<file path="config.mk">
export PLATFORM = sky130hd
export DESIGN_NAME = multicycle_controller_flat
export DESIGN_NICKNAME = d
export VERILOG_FILES = /design/src/rtl/multicycle_controller_if.sv /design/src/rtl/multicycle_controller.sv /design/src/flat_wrapper.sv
export SDC_FILE = /design/constraint.sdc
export NUM_CORES = 1
export LEC_CHECK = 0
export CAP_MARGIN = 40
export CORE_MARGIN = 2
export CORE_UTILIZATION = 42
export CTS_CLUSTER_DIAMETER = 100
export DETAILED_ROUTE_END_ITERATION = 7
export PLACE_DENSITY = 0.77
export SLEW_MARGIN = 20
export SYNTH_ARGS = -nofsm -noshare
export SYNTH_HDL_FRONTEND = slang
export SYNTH_SLANG_ARGS = --single-unit
</file>
<file path="constraint.sdc">
create_clock -name clk -period 1.7 [get_ports clk]
set_input_delay 0.255 -clock clk [delete_from_list [all_inputs] [get_ports clk]]
set_output_delay 0.255 -clock clk [all_outputs]
set_load 0.02 [all_outputs]
</file>
<file path="src/rtl/multicycle_controller_if.sv">
// Control bus between the multicycle controller and the shared datapath.
//   Datapath -> controller: op, funct3, funct7b5 (from the instruction register) and Flags (from the ALU).
//   Controller -> datapath: register/memory write enables, mux selects, ImmSrc, ALUControl.
//   Controller -> system:   instr_done, illegal.
// The master modport is the controller side. The slave modport is the datapath side.
interface multicycle_controller_if;
  logic [6:0] op;
  logic [2:0] funct3;
  logic       funct7b5;
  logic [3:0] Flags;
  logic       PCWrite;
  logic       AdrSrc;
  logic       MemWrite;
  logic       IRWrite;
  logic       RegWrite;
  logic [1:0] ResultSrc;
  logic [1:0] ALUSrcA;
  logic [1:0] ALUSrcB;
  logic [2:0] ImmSrc;
  logic [3:0] ALUControl;
  logic       instr_done;
  logic       illegal;

  modport master (
    input  op, funct3, funct7b5, Flags,
    output PCWrite, AdrSrc, MemWrite, IRWrite, RegWrite, ResultSrc,
           ALUSrcA, ALUSrcB, ImmSrc, ALUControl, instr_done, illegal
  );

  modport slave (
    output op, funct3, funct7b5, Flags,
    input  PCWrite, AdrSrc, MemWrite, IRWrite, RegWrite, ResultSrc,
           ALUSrcA, ALUSrcB, ImmSrc, ALUControl, instr_done, illegal
  );
endinterface

</file>
<file path="src/rtl/multicycle_controller.sv">
// Multicycle RV32I-subset control FSM.
// It sequences a single shared ALU and memory port, and resolves branches from the ALU Flags.
// Ports:
//   clk   : rising-edge clock
//   reset : asynchronous, active-high. It returns the FSM to FETCH and masks all enables.
//   ctrl  : control bus (master side). See multicycle_controller_if for the signal list.
module multicycle_controller #(
  parameter logic [3:0] RESET_STATE = 4'd0
) (
  input  logic                          clk,
  input  logic                          reset,
  multicycle_controller_if.master       ctrl
);

  localparam logic [6:0] OP_LOAD  = 7'b0000011;
  localparam logic [6:0] OP_STORE = 7'b0100011;
  localparam logic [6:0] OP_R     = 7'b0110011;
  localparam logic [6:0] OP_I     = 7'b0010011;
  localparam logic [6:0] OP_BR    = 7'b1100011;
  localparam logic [6:0] OP_JAL   = 7'b1101111;
  localparam logic [6:0] OP_JALR  = 7'b1100111;
  localparam logic [6:0] OP_LUI   = 7'b0110111;
  localparam logic [6:0] OP_AUIPC = 7'b0010111;

  localparam logic [3:0] ALU_ADD   = 4'b0000;
  localparam logic [3:0] ALU_SUB   = 4'b0001;
  localparam logic [3:0] ALU_AND   = 4'b0010;
  localparam logic [3:0] ALU_OR    = 4'b0011;
  localparam logic [3:0] ALU_SLT   = 4'b0101;
  localparam logic [3:0] ALU_SLL   = 4'b0110;
  localparam logic [3:0] ALU_SRL   = 4'b0111;
  localparam logic [3:0] ALU_XOR   = 4'b1000;
  localparam logic [3:0] ALU_SLTU  = 4'b1001;
  localparam logic [3:0] ALU_SRA   = 4'b1010;
  localparam logic [3:0] ALU_LUI   = 4'b1011;
  localparam logic [3:0] ALU_AUIPC = 4'b1100;

  typedef enum logic [3:0] {
    S_FETCH    = 4'd0,
    S_DECODE   = 4'd1,
    S_MEMADR   = 4'd2,
    S_MEMREAD  = 4'd3,
    S_MEMWB    = 4'd4,
    S_MEMWRITE = 4'd5,
    S_EXECUTER = 4'd6,
    S_EXECUTEI = 4'd7,
    S_ALUWB    = 4'd8,
    S_BRANCH   = 4'd9,
    S_JAL      = 4'd10,
    S_JALR     = 4'd11,
    S_JALR2    = 4'd12,
    S_UPPER    = 4'd13,
    S_ILLEGAL  = 4'd14
  } state_t;

  state_t state_q, state_d;

  logic       zero;
  logic       unused_flags;
  logic       pcw_c, adr_c, memw_c, irw_c, regw_c, done_c, ill_c;
  logic [1:0] rsrc_c, srca_c, srcb_c;
  logic [2:0] imm_c;
  logic [3:0] alu_c;

  assign zero         = ctrl.Flags[2];
  assign unused_flags = ^{ctrl.Flags[3], ctrl.Flags[1:0]};

  // ALU operation for the R-type and I-type execute states.
  function automatic logic [3:0] alu_dec(input logic [2:0] f3, input logic f7b5, input logic is_r);
    logic [3:0] code;
    case (f3)
      3'b000:  code = (is_r && f7b5) ? ALU_SUB : ALU_ADD;
      3'b001:  code = ALU_SLL;
      3'b010:  code = ALU_SLT;
      3'b011:  code = ALU_SLTU;
      3'b100:  code = ALU_XOR;
      3'b101:  code = f7b5 ? ALU_SRA : ALU_SRL;
      3'b110:  code = ALU_OR;
      default: code = ALU_AND;
    endcase
    return code;
  endfunction

  // State register
  always_ff @(posedge clk or posedge reset) begin
    if (reset) state_q <= state_t'(RESET_STATE);
    else       state_q <= state_d;
  end

  // Next-state logic
  always_comb begin
    state_d = state_q;
    case (state_q)
      S_FETCH:  state_d = S_DECODE;
      S_DECODE: begin
        case (ctrl.op)
          OP_LOAD, OP_STORE: state_d = (ctrl.funct3 == 3'b010) ? S_MEMADR : S_ILLEGAL;
          OP_R: state_d = (!ctrl.funct7b5 || ctrl.funct3 == 3'b000 || ctrl.funct3 == 3'b101)
                          ? S_EXECUTER : S_ILLEGAL;
          OP_I:  state_d = S_EXECUTEI;
          OP_BR: state_d = (ctrl.funct3 == 3'b010 || ctrl.funct3 == 3'b011) ? S_ILLEGAL : S_BRANCH;
          OP_JAL:  state_d = S_JAL;
          OP_JALR: state_d = S_JALR;
          OP_LUI, OP_AUIPC: state_d = S_UPPER;
          default: state_d = S_ILLEGAL;
        endcase
      end
      S_MEMADR:   state_d = (ctrl.op == OP_LOAD) ? S_MEMREAD : S_MEMWRITE;
      S_MEMREAD:  state_d = S_MEMWB;
      S_MEMWB:    state_d = S_FETCH;
      S_MEMWRITE: state_d = S_FETCH;
      S_EXECUTER: state_d = S_ALUWB;
      S_EXECUTEI: state_d = S_ALUWB;
      S_ALUWB:    state_d = S_FETCH;
      S_BRANCH:   state_d = S_FETCH;
      S_JAL:      state_d = S_ALUWB;
      S_JALR:     state_d = S_JALR2;
      S_JALR2:    state_d = S_ALUWB;
      S_UPPER:    state_d = S_ALUWB;
      S_ILLEGAL:  state_d = S_ILLEGAL;
      default:    state_d = S_ILLEGAL;
    endcase
  end

  // Moore outputs from state. PCWrite in BRANCH also depends on Flags.
  always_comb begin
    pcw_c  = 1'b0;
    adr_c  = 1'b0;
    memw_c = 1'b0;
    irw_c  = 1'b0;
    regw_c = 1'b0;
    done_c = 1'b0;
    ill_c  = 1'b0;
    rsrc_c = 2'b00;
    srca_c = 2'b00;
    srcb_c = 2'b00;
    alu_c  = ALU_ADD;
    case (state_q)
      S_FETCH:    begin irw_c = 1'b1; pcw_c = 1'b1; srcb_c = 2'b10; rsrc_c = 2'b10; end
      S_DECODE:   begin srca_c = 2'b01; srcb_c = 2'b01; end
      S_MEMADR:   begin srca_c = 2'b10; srcb_c = 2'b01; end
      S_MEMREAD:  adr_c = 1'b1;
      S_MEMWB:    begin rsrc_c = 2'b01; regw_c = 1'b1; done_c = 1'b1; end
      S_MEMWRITE: begin adr_c = 1'b1; memw_c = 1'b1; done_c = 1'b1; end
      S_EXECUTER: begin srca_c = 2'b10; alu_c = alu_dec(ctrl.funct3, ctrl.funct7b5, 1'b1); end
      S_EXECUTEI: begin
        srca_c = 2'b10;
        srcb_c = 2'b01;
        alu_c  = alu_dec(ctrl.funct3, ctrl.funct7b5, 1'b0);
      end
      S_ALUWB:    begin regw_c = 1'b1; done_c = 1'b1; end
      S_BRANCH: begin
        srca_c = 2'b10;
        done_c = 1'b1;
        case (ctrl.funct3)
          3'b000:  begin alu_c = ALU_SUB;  pcw_c = zero;  end
          3'b001:  begin alu_c = ALU_SUB;  pcw_c = !zero; end
          3'b100:  begin alu_c = ALU_SLT;  pcw_c = !zero; end
          3'b101:  begin alu_c = ALU_SLT;  pcw_c = zero;  end
          3'b110:  begin alu_c = ALU_SLTU; pcw_c = !zero; end
          3'b111:  begin alu_c = ALU_SLTU; pcw_c = zero;  end
          default: pcw_c = 1'b0;
        endcase
      end
      S_JAL, S_JALR2: begin srca_c = 2'b01; srcb_c = 2'b10; pcw_c = 1'b1; end
      S_JALR:     begin srca_c = 2'b10; srcb_c = 2'b01; end
      S_UPPER: begin
        srcb_c = 2'b01;
        if (ctrl.op == OP_AUIPC) begin srca_c = 2'b01; alu_c = ALU_AUIPC; end
        else                     alu_c = ALU_LUI;
      end
      S_ILLEGAL:  ill_c = 1'b1;
      default:    ill_c = 1'b0;
    endcase
  end

  // Immediate format follows the opcode in every state.
  always_comb begin
    imm_c = 3'b000;
    case (ctrl.op)
      OP_STORE:         imm_c = 3'b001;
      OP_BR:            imm_c = 3'b010;
      OP_JAL:           imm_c = 3'b011;
      OP_LUI, OP_AUIPC: imm_c = 3'b100;
      default:          imm_c = 3'b000;
    endcase
  end

  // Enables are masked while reset is high so that an abort never leaves a partial write.
  assign ctrl.PCWrite    = pcw_c  & ~reset;
  assign ctrl.MemWrite   = memw_c & ~reset;
  assign ctrl.IRWrite    = irw_c  & ~reset;
  assign ctrl.RegWrite   = regw_c & ~reset;
  assign ctrl.instr_done = done_c & ~reset;
  assign ctrl.illegal    = ill_c  & ~reset;
  assign ctrl.AdrSrc     = adr_c;
  assign ctrl.ResultSrc  = rsrc_c;
  assign ctrl.ALUSrcA    = srca_c;
  assign ctrl.ALUSrcB    = srcb_c;
  assign ctrl.ImmSrc     = imm_c;
  assign ctrl.ALUControl = alu_c;

endmodule

</file>
<file path="src/flat_wrapper.sv">
// flat-port wrapper written by rule: the top's interface ports become plain ports
module multicycle_controller_flat 
#(
  parameter logic [3:0] RESET_STATE = 4'd0
)
  (clk, reset, ctrl_op, ctrl_funct3, ctrl_funct7b5, ctrl_Flags, ctrl_PCWrite, ctrl_AdrSrc, ctrl_MemWrite, ctrl_IRWrite, ctrl_RegWrite, ctrl_ResultSrc, ctrl_ALUSrcA, ctrl_ALUSrcB, ctrl_ImmSrc, ctrl_ALUControl, ctrl_instr_done, ctrl_illegal);
  multicycle_controller_if ctrl_i ();
  input  logic clk;
  input  logic reset;
  input wire logic [$bits(ctrl_i.op)-1:0] ctrl_op;
  input wire logic [$bits(ctrl_i.funct3)-1:0] ctrl_funct3;
  input wire logic [$bits(ctrl_i.funct7b5)-1:0] ctrl_funct7b5;
  input wire logic [$bits(ctrl_i.Flags)-1:0] ctrl_Flags;
  output wire logic [$bits(ctrl_i.PCWrite)-1:0] ctrl_PCWrite;
  output wire logic [$bits(ctrl_i.AdrSrc)-1:0] ctrl_AdrSrc;
  output wire logic [$bits(ctrl_i.MemWrite)-1:0] ctrl_MemWrite;
  output wire logic [$bits(ctrl_i.IRWrite)-1:0] ctrl_IRWrite;
  output wire logic [$bits(ctrl_i.RegWrite)-1:0] ctrl_RegWrite;
  output wire logic [$bits(ctrl_i.ResultSrc)-1:0] ctrl_ResultSrc;
  output wire logic [$bits(ctrl_i.ALUSrcA)-1:0] ctrl_ALUSrcA;
  output wire logic [$bits(ctrl_i.ALUSrcB)-1:0] ctrl_ALUSrcB;
  output wire logic [$bits(ctrl_i.ImmSrc)-1:0] ctrl_ImmSrc;
  output wire logic [$bits(ctrl_i.ALUControl)-1:0] ctrl_ALUControl;
  output wire logic [$bits(ctrl_i.instr_done)-1:0] ctrl_instr_done;
  output wire logic [$bits(ctrl_i.illegal)-1:0] ctrl_illegal;
  assign ctrl_i.op = ctrl_op;
  assign ctrl_i.funct3 = ctrl_funct3;
  assign ctrl_i.funct7b5 = ctrl_funct7b5;
  assign ctrl_i.Flags = ctrl_Flags;
  assign ctrl_PCWrite = ctrl_i.PCWrite;
  assign ctrl_AdrSrc = ctrl_i.AdrSrc;
  assign ctrl_MemWrite = ctrl_i.MemWrite;
  assign ctrl_IRWrite = ctrl_i.IRWrite;
  assign ctrl_RegWrite = ctrl_i.RegWrite;
  assign ctrl_ResultSrc = ctrl_i.ResultSrc;
  assign ctrl_ALUSrcA = ctrl_i.ALUSrcA;
  assign ctrl_ALUSrcB = ctrl_i.ALUSrcB;
  assign ctrl_ImmSrc = ctrl_i.ImmSrc;
  assign ctrl_ALUControl = ctrl_i.ALUControl;
  assign ctrl_instr_done = ctrl_i.instr_done;
  assign ctrl_illegal = ctrl_i.illegal;
  multicycle_controller #(.RESET_STATE(RESET_STATE)) u_core (.clk(clk), .reset(reset), .ctrl(ctrl_i));
endmodule
</file>
==> results of run 1 <==
==> worst paths after layout <==
kind	cells after the start	to
max	7	ctrl_ALUControl[0]
min	3	u_core.state_q[3]
max reg2reg	6	u_core.state_q[3]
min reg2reg	2	u_core.state_q[1]
max in group asynchronous	3	u_core.state_q[2]
min in group clk	4	u_core.state_q[1]
==> power groups by stage <==
| stage | sequential, W | clock (W) | combinational [W] |
|---|---|---|---|
| 6_report | 0.000197 | 0.000128 | 0.00201 |
| 5_1_grt | 0.000198 | 0.000130 | 0.00210 |
| 4_1_cts | 0.000188 | 0.000123 | 0.00159 |
| 3_5_place_dp | 0.000184 | 0 | 0.00158 |
| 3_3_place_gp | 0.000184 | 0 | 0.00153 |
| 2_1_floorplan | 0.000154 | 0 | 0.000881 |
==> critical path, delay by kind of cell, from the launching register on <==
kind                   cells  cell delay (ns)
flip-flops                 1             0.43
AO/OA/AOI/OAI              3             0.36
AND/OR/NAND/NOR            1             0.14
buffers and inverters      3             0.41
==> kinds of logic after synthesis <==
kind of cell,count (synthesis)
compound gates,36
xor+xnor,7
buf+inv,16
flops,4
mux,2
simple gates,63
==> metrics by stage <==
step	setup TNS (ns)	util, %	power, W	area (um2)	setup WS, ns
3_3_place_gp	-7.89	76.1	0.00171	1460	-0.702
4_1_cts	-0.576	79.5	0.00190	1530	-0.147
5_1_grt	-1.76	87.0	0.00243	1670	-0.253
3_5_place_dp	-8.57	76.1	0.00176	1460	-0.725
2_1_floorplan	-0.00258	-	0.00103	840	-0.00258
6_report	-1.03	87.0	0.00233	1670	-0.148
==> routing by layer <==
layer  track usage, %  up-vias  wire length [um]
li1                 -      615                 -
met3             5.56       24               325
met2             51.8       93              2150
met1             33.5      642              1540
met4             4.76        0               213
met5                0        -                 0
==> final cells by class <==
| class | instances | share of cell area [%] |
|---|---|---|
| Tap cell | 27 | 2.02 |
| Sequential cell | 4 | 6.06 |
| Inverter | 4 | 0.898 |
| Clock buffer | 3 | 1.35 |
| Timing Repair Buffer | 82 | 39.3 |
| Multi-Input combinational cell | 108 | 50.3 |
==> timing repair <==
action                                  CTS  global route
cloned                                    0             1
pin swaps                                13            11
endpoints found under the setup margin   21            19
gates resized for setup                 134            32
setup buffers                             3             3
==> layout by cell type, fill, tap and decap left out, types with 2 or more instances in the layout <==
cell type	count
nand2b_1	6
xnor2_1	3
xor2_1	2
nor3b_2	2
a211oi_1	3
a21oi_1	6
nand2_1	11
buf_6	13
nand3b_1	3
buf_4	44
buf_2	10
o21ai_1	2
o21ai_0	5
o211ai_1	2
dfrtp_1	3
dlygate4sd2_1	12
a22oi_1	2
nor3_2	2
nor3_1	5
or2_4	2
clkbuf_4	3
o21ai_2	4
nor2b_4	3
nand3_1	3
inv_1	4
nor2_1	12
nor4_2	2
==> impl_metrics.toml, run 1 <==
[timing]
maxSlewHeadroom_pct = 76.6
fmax_mhz = 541
worst_pin_slew_ns = 0.348
setup_ws_ns = -0.148
skew_ns = 0.00253
hold-worst-slack_ns = 0.580
min_period_over_period_pct = 109
min_period_ns = 1.85
drv_slew = 0
setup-violations-final = 14
hold_viol_final = 0
rsz0062_at_grt = "yes"

[setup_path]
cp_slowest_stage_delay_ns = 0.43
cp-start-kind = "flop"
path_cells = "buf_6 -> buf_4 -> nand3b_1 -> o21ai_2 -> o21ai_2 -> o211ai_1 -> buf_4"
cp.required_ns = 1.44
criticalPathCategory = "flop to output pin"
timing.rr.start = "u_core.state_q[2]"
reg2reg_slack_ns = 0.04
startpoint = "u_core.state_q[2]"
endpoint_kind = "output pin"
arrival_ns = 1.59
cp_max_fo = 5
crit_slowest_cell = "dfrtp_2"

[logic_synthesis]
synth_top_cell_by_area = "dfrtp_1"
syn_area_per_cell_um2 = 6.56
ys_ff_latch = 4
syn_nets = 145
synth_top_area_share_pct = 11.9
synth_area_leaders = "dfrtp_1, o21ai_0, nor2_1"
yosys.area_share.simple_pct = 40.7
synth.most_common_cell = "nor2_1"
ys_warn_count = 0
synthCells = 128
yosys.area_share.adder_pct = 0
synth_cell_types = 43
synth_xor_area_share_pct = 7.30
synth_area_um2 = 840
synth_flop_cell = "dfrtp_1"
synthMuxAreaShare_pct = 2.53
synth_compound_area_share_pct = 29.1
synth_top_family_by_area = "simple AND/OR/NAND/NOR gates"
synthTopCellsByCount = "nor2_1, nand2_1, o21ai_0"
yosysSeqAreaShare_pct = 11.9
async_flop_share_pct = 100
synth_edf_count = 0

[finish]
finalNonFillerCells = 228
insertedDiodeCount = 0
multi_input_area_um2 = 842
largest_reg_flops = 4
largest-register = "u_core.state_q"
finalNetCount = 220
areaGrowthSynthToFinish_pct = 99.3
reg_top3 = "u_core.state_q x4"
n_fill_cell = 107
register_area_um2 = 101
drive_gt1_share_pct = 51.7

[floorplanning]
rows = 16
die_y_um = 48.7
io_pins = 37
die_w_um = 48.7
core_area_um2 = 1920
die-area_um2 = 2370
initial_core_util_pct = 43.7

[clocking]
cts_made_buffers = 3
insertion_delay_ns = 0.25
h-tree-depth = 1
cts_buffer_depth = 2
cts-root-buf = "clkbuf_4"
cts_tree = "done"
cts.sinks = 4
cts_hold_buf = 0
path_clk_slew_ns = 0.04

[power_and_ir_drop]
p_int_w = 0.00115
peakVddDrop_mv = 1.00
p_sw_share_pct = 50.8
p_per_area_nw_per_um2 = 1390
power_frac_seq_pct = 8.4
leakagePower_nw = 0.761
clockPowerShare_pct = 5.5
combPwrFrac_pct = 86.1
p_switching_w = 0.00118

[placement]
dpl.hpwl_um = 2290
placed_cells = 218
port_buffers = 33
gp_congestion = 0.836

[drt]
viasPerCell = 6.03
drt_first_pass_iters = 4
route.detailed.drc = 0
avgRoutedWirePerCell_um = 18.6
ant_nets = 0
drt_first_iter_violations = 63
vias = 1374
drt_wl_total_um = 4230

[run_status]
status = "finished with violations"
violations = "negative setup slack"

[job]
maxCapViolations = 0

[min_path]
hold_path.class = "input port to async pin"

[global_route]
antenna_found_initial = 0
grt.overflow.total = 0
gr-usage-all-layers_pct = 28.0
grt_pass1_wl_um = 5380
grt_pass1_vias = 1222
grt_start_max_net_pins = 12
Power figures use the tool's default switching activity.
==> run 2, diff against run 1 <==
- CORE_UTILIZATION: 42 -> 55
- DONT_BUFFER_PORTS: default -> 1
- PLACE_DENSITY: 0.77 -> 0.67
==> run 2 against run 1 <==
  * The flow still finishes with violations (negative setup slack)
  * Register-to-register slack improved by 0.11 ns
  * Clock power barely moved
  * Non-clock buffer count fell by 47
  * Critical path depth fell by 1
  * Sequential share of layout area rose by 2.4 points
  * Sequential cell count did not move
  * Clock-buffer cell count did not move
  * Hold slack got worse by 0.27 ns
  * Via count fell by 23%
  * Core utilization fell by 3.6 points
  * First-iteration DRC count fell by 25%
  * Combinational power fell by 18%
  * Highest routed layer unchanged
==> impl_metrics.toml, run 2 (same netlist as run 1, synthesis figures left out) <==
[run_status]
status = "finished with violations"
violations = "negative setup slack"

[clocking]
cts-root-buf = "clkbuf_4"
path_clk_slew_ns = 0.04
cts_made_buffers = 3
cts_tree = "done"
cts_buffer_depth = 2
cts.sinks = 4
insertion_delay_ns = 0.25
h-tree-depth = 1

[timing]
maxSlewHeadroom_pct = 63.4
min_period_over_period_pct = 110
setup-violations-final = 8
setup_ws_ns = -0.163
hold_viol_final = 0
rsz0062_at_grt = "yes"
fmax_mhz = 537
drv_slew = 0
finalSetupTns_ns = -0.719
min_period_ns = 1.86
worst_pin_slew_ns = 0.546
skew_ns = 0.00794

[placement]
dpl.hpwl_um = 1680
gp_congestion = 0.824
port_buffers = 0
place_area_um2 = 1010

[power_and_ir_drop]
p_switching_w = 0.00100
p_per_area_nw_per_um2 = 1640
p_sw_share_pct = 49.9
power_frac_seq_pct = 11.9
peakVddDrop_mv = 0.814
combPwrFrac_pct = 81.9
leakagePower_nw = 0.506
clockPowerShare_pct = 6.2
p_int_w = 0.00101

[finish]
register_area_um2 = 104
finalNetCount = 173
largest-register = "u_core.state_q"
final_common_cell = "buf_4"
multi_input_area_um2 = 773
fin_util_pct = 83.4
mostFrequentLayoutCells = "buf_4, nor2_1, nand2_1"
n_fill_cell = 96
largest_reg_flops = 4
stdcell_area_um2 = 1230
insertedDiodeCount = 0
reg_top3 = "u_core.state_q x4"
drive_gt1_share_pct = 39.6
areaGrowthSynthToFinish_pct = 46.2

[global_route]
grt_pass1_vias = 895
gr-usage-all-layers_pct = 27.5
grt_pass1_wl_um = 3930
grt.overflow.total = 0
grt_start_max_net_pins = 13
antenna_found_initial = 0

[job]
maxCapViolations = 0

[setup_path]
criticalPathCategory = "flop to output pin"
cp_max_fo = 4
arrival_ns = 1.61
endpoint_kind = "output pin"
cp-start-kind = "flop"
cp.required_ns = 1.44

[floorplanning]
initial_core_util_pct = 57.1
die_y_um = 43.1
die-area_um2 = 1860
die_w_um = 43.1
io_pins = 37
rows = 14
core_area_um2 = 1470

[drt]
drt_first_pass_iters = 5
vias = 1064
drt_first_iter_violations = 47
ant_nets = 0
route.detailed.drc = 0
viasPerCell = 6.26
drt_wl_total_um = 2720
avgRoutedWirePerCell_um = 16.0

[min_path]
hold_path.class = "input port to flop"
run 2: cell types whose count changed in the layout (fill, tap and decap cells not counted), moves of 2 or more:
cell	delta
o21ai_2	-3
buf_4	-15
dlygate4sd2_1	-12
nor2b_4	-2
nor2b_1	+2
buf_2	-10
dfrtp_1	-2
nor3b_2	-2
o21ai_1	+4
buf_6	-9
nor3b_1	+2
dfrtp_2	+2
nor3_1	-2
run 2: worst max-delay path, cell delays in order, from the launching register on:
cell and delay, ns:
dfrtp_1 0.42, buf_4 0.17, xnor2_1 0.27, nor2_1 0.06, o21ai_0 0.18, o21ai_1 0.09
buf_4 0.16
run 2: per-layer routing:
layer	global-route usage [%]	vias to the layer above	wire length (um)
met3	2.55	7	146
met1	35.2	498	1030
met2	48.2	45	1490
met4	9.09	0	53
li1	-	514	-
met5	0	-	0
run 2: power groups by stage:
stage / sequential [W] / combinational [W] / clock (W)
4_1_cts: 0.000245 / 0.00136 / 0.000124
3_5_place_dp: 0.000226 / 0.00120 / 0
5_1_grt: 0.000242 / 0.00173 / 0.000133
3_3_place_gp: 0.000226 / 0.00118 / 0
6_report: 0.000241 / 0.00165 / 0.000125
2_1_floorplan: 0.000154 / 0.000881 / 0
run 2: per-stage QoR:
| step | hold slack, ns | instances | power, W | worst slack (ns) |
|---|---|---|---|---|
| after floorplan | 0.0295 | 128 | 0.00103 | -0.00258 |
| after global placement | 0.0530 | 159 | 0.00141 | 0.116 |
| after detailed placement | 0.0592 | 159 | 0.00143 | 0.0866 |
| after CTS | 0.303 | 166 | 0.00172 | -0.0602 |
| after global routing | 0.319 | 170 | 0.00211 | -0.226 |
| final | 0.310 | 170 | 0.00201 | -0.163 |
run 2: layout make-up:
cell class                      instances  share of cell area, %
Multi-Input combinational cell        108                   63.0
Timing Repair Buffer                   35                   23.9
Sequential cell                         4                   8.46
Clock buffer                            3                   1.83
Tap cell                               16                   1.63
Inverter                                4                   1.22
run 2: worst paths after layout:
path	from	to	slack [ns]	depth (start not counted)
max	u_core.state_q[1]	ctrl_ALUSrcA[0]	-0.16	6
min	ctrl_op[5]	u_core.state_q[2]	0.31	3
max reg2reg	u_core.state_q[2]	u_core.state_q[3]	0.15	6
min reg2reg	u_core.state_q[3]	u_core.state_q[2]	0.79	4
max in group asynchronous	reset	u_core.state_q[0]	1.12	2
min in group asynchronous	reset	u_core.state_q[1]	0.37	2
run 2: repair_timing:
| action | 4_1_cts | 5_1_grt |
|---|---|---|
| pin swaps | 4 | 9 |
| hold buffers | 1 | 0 |
| setup buffers | 3 | 4 |
| gates resized for setup | 19 | 17 |
| endpoints found under the setup margin | 10 | 13 |
| endpoints found under the hold margin | 4 | 0 |
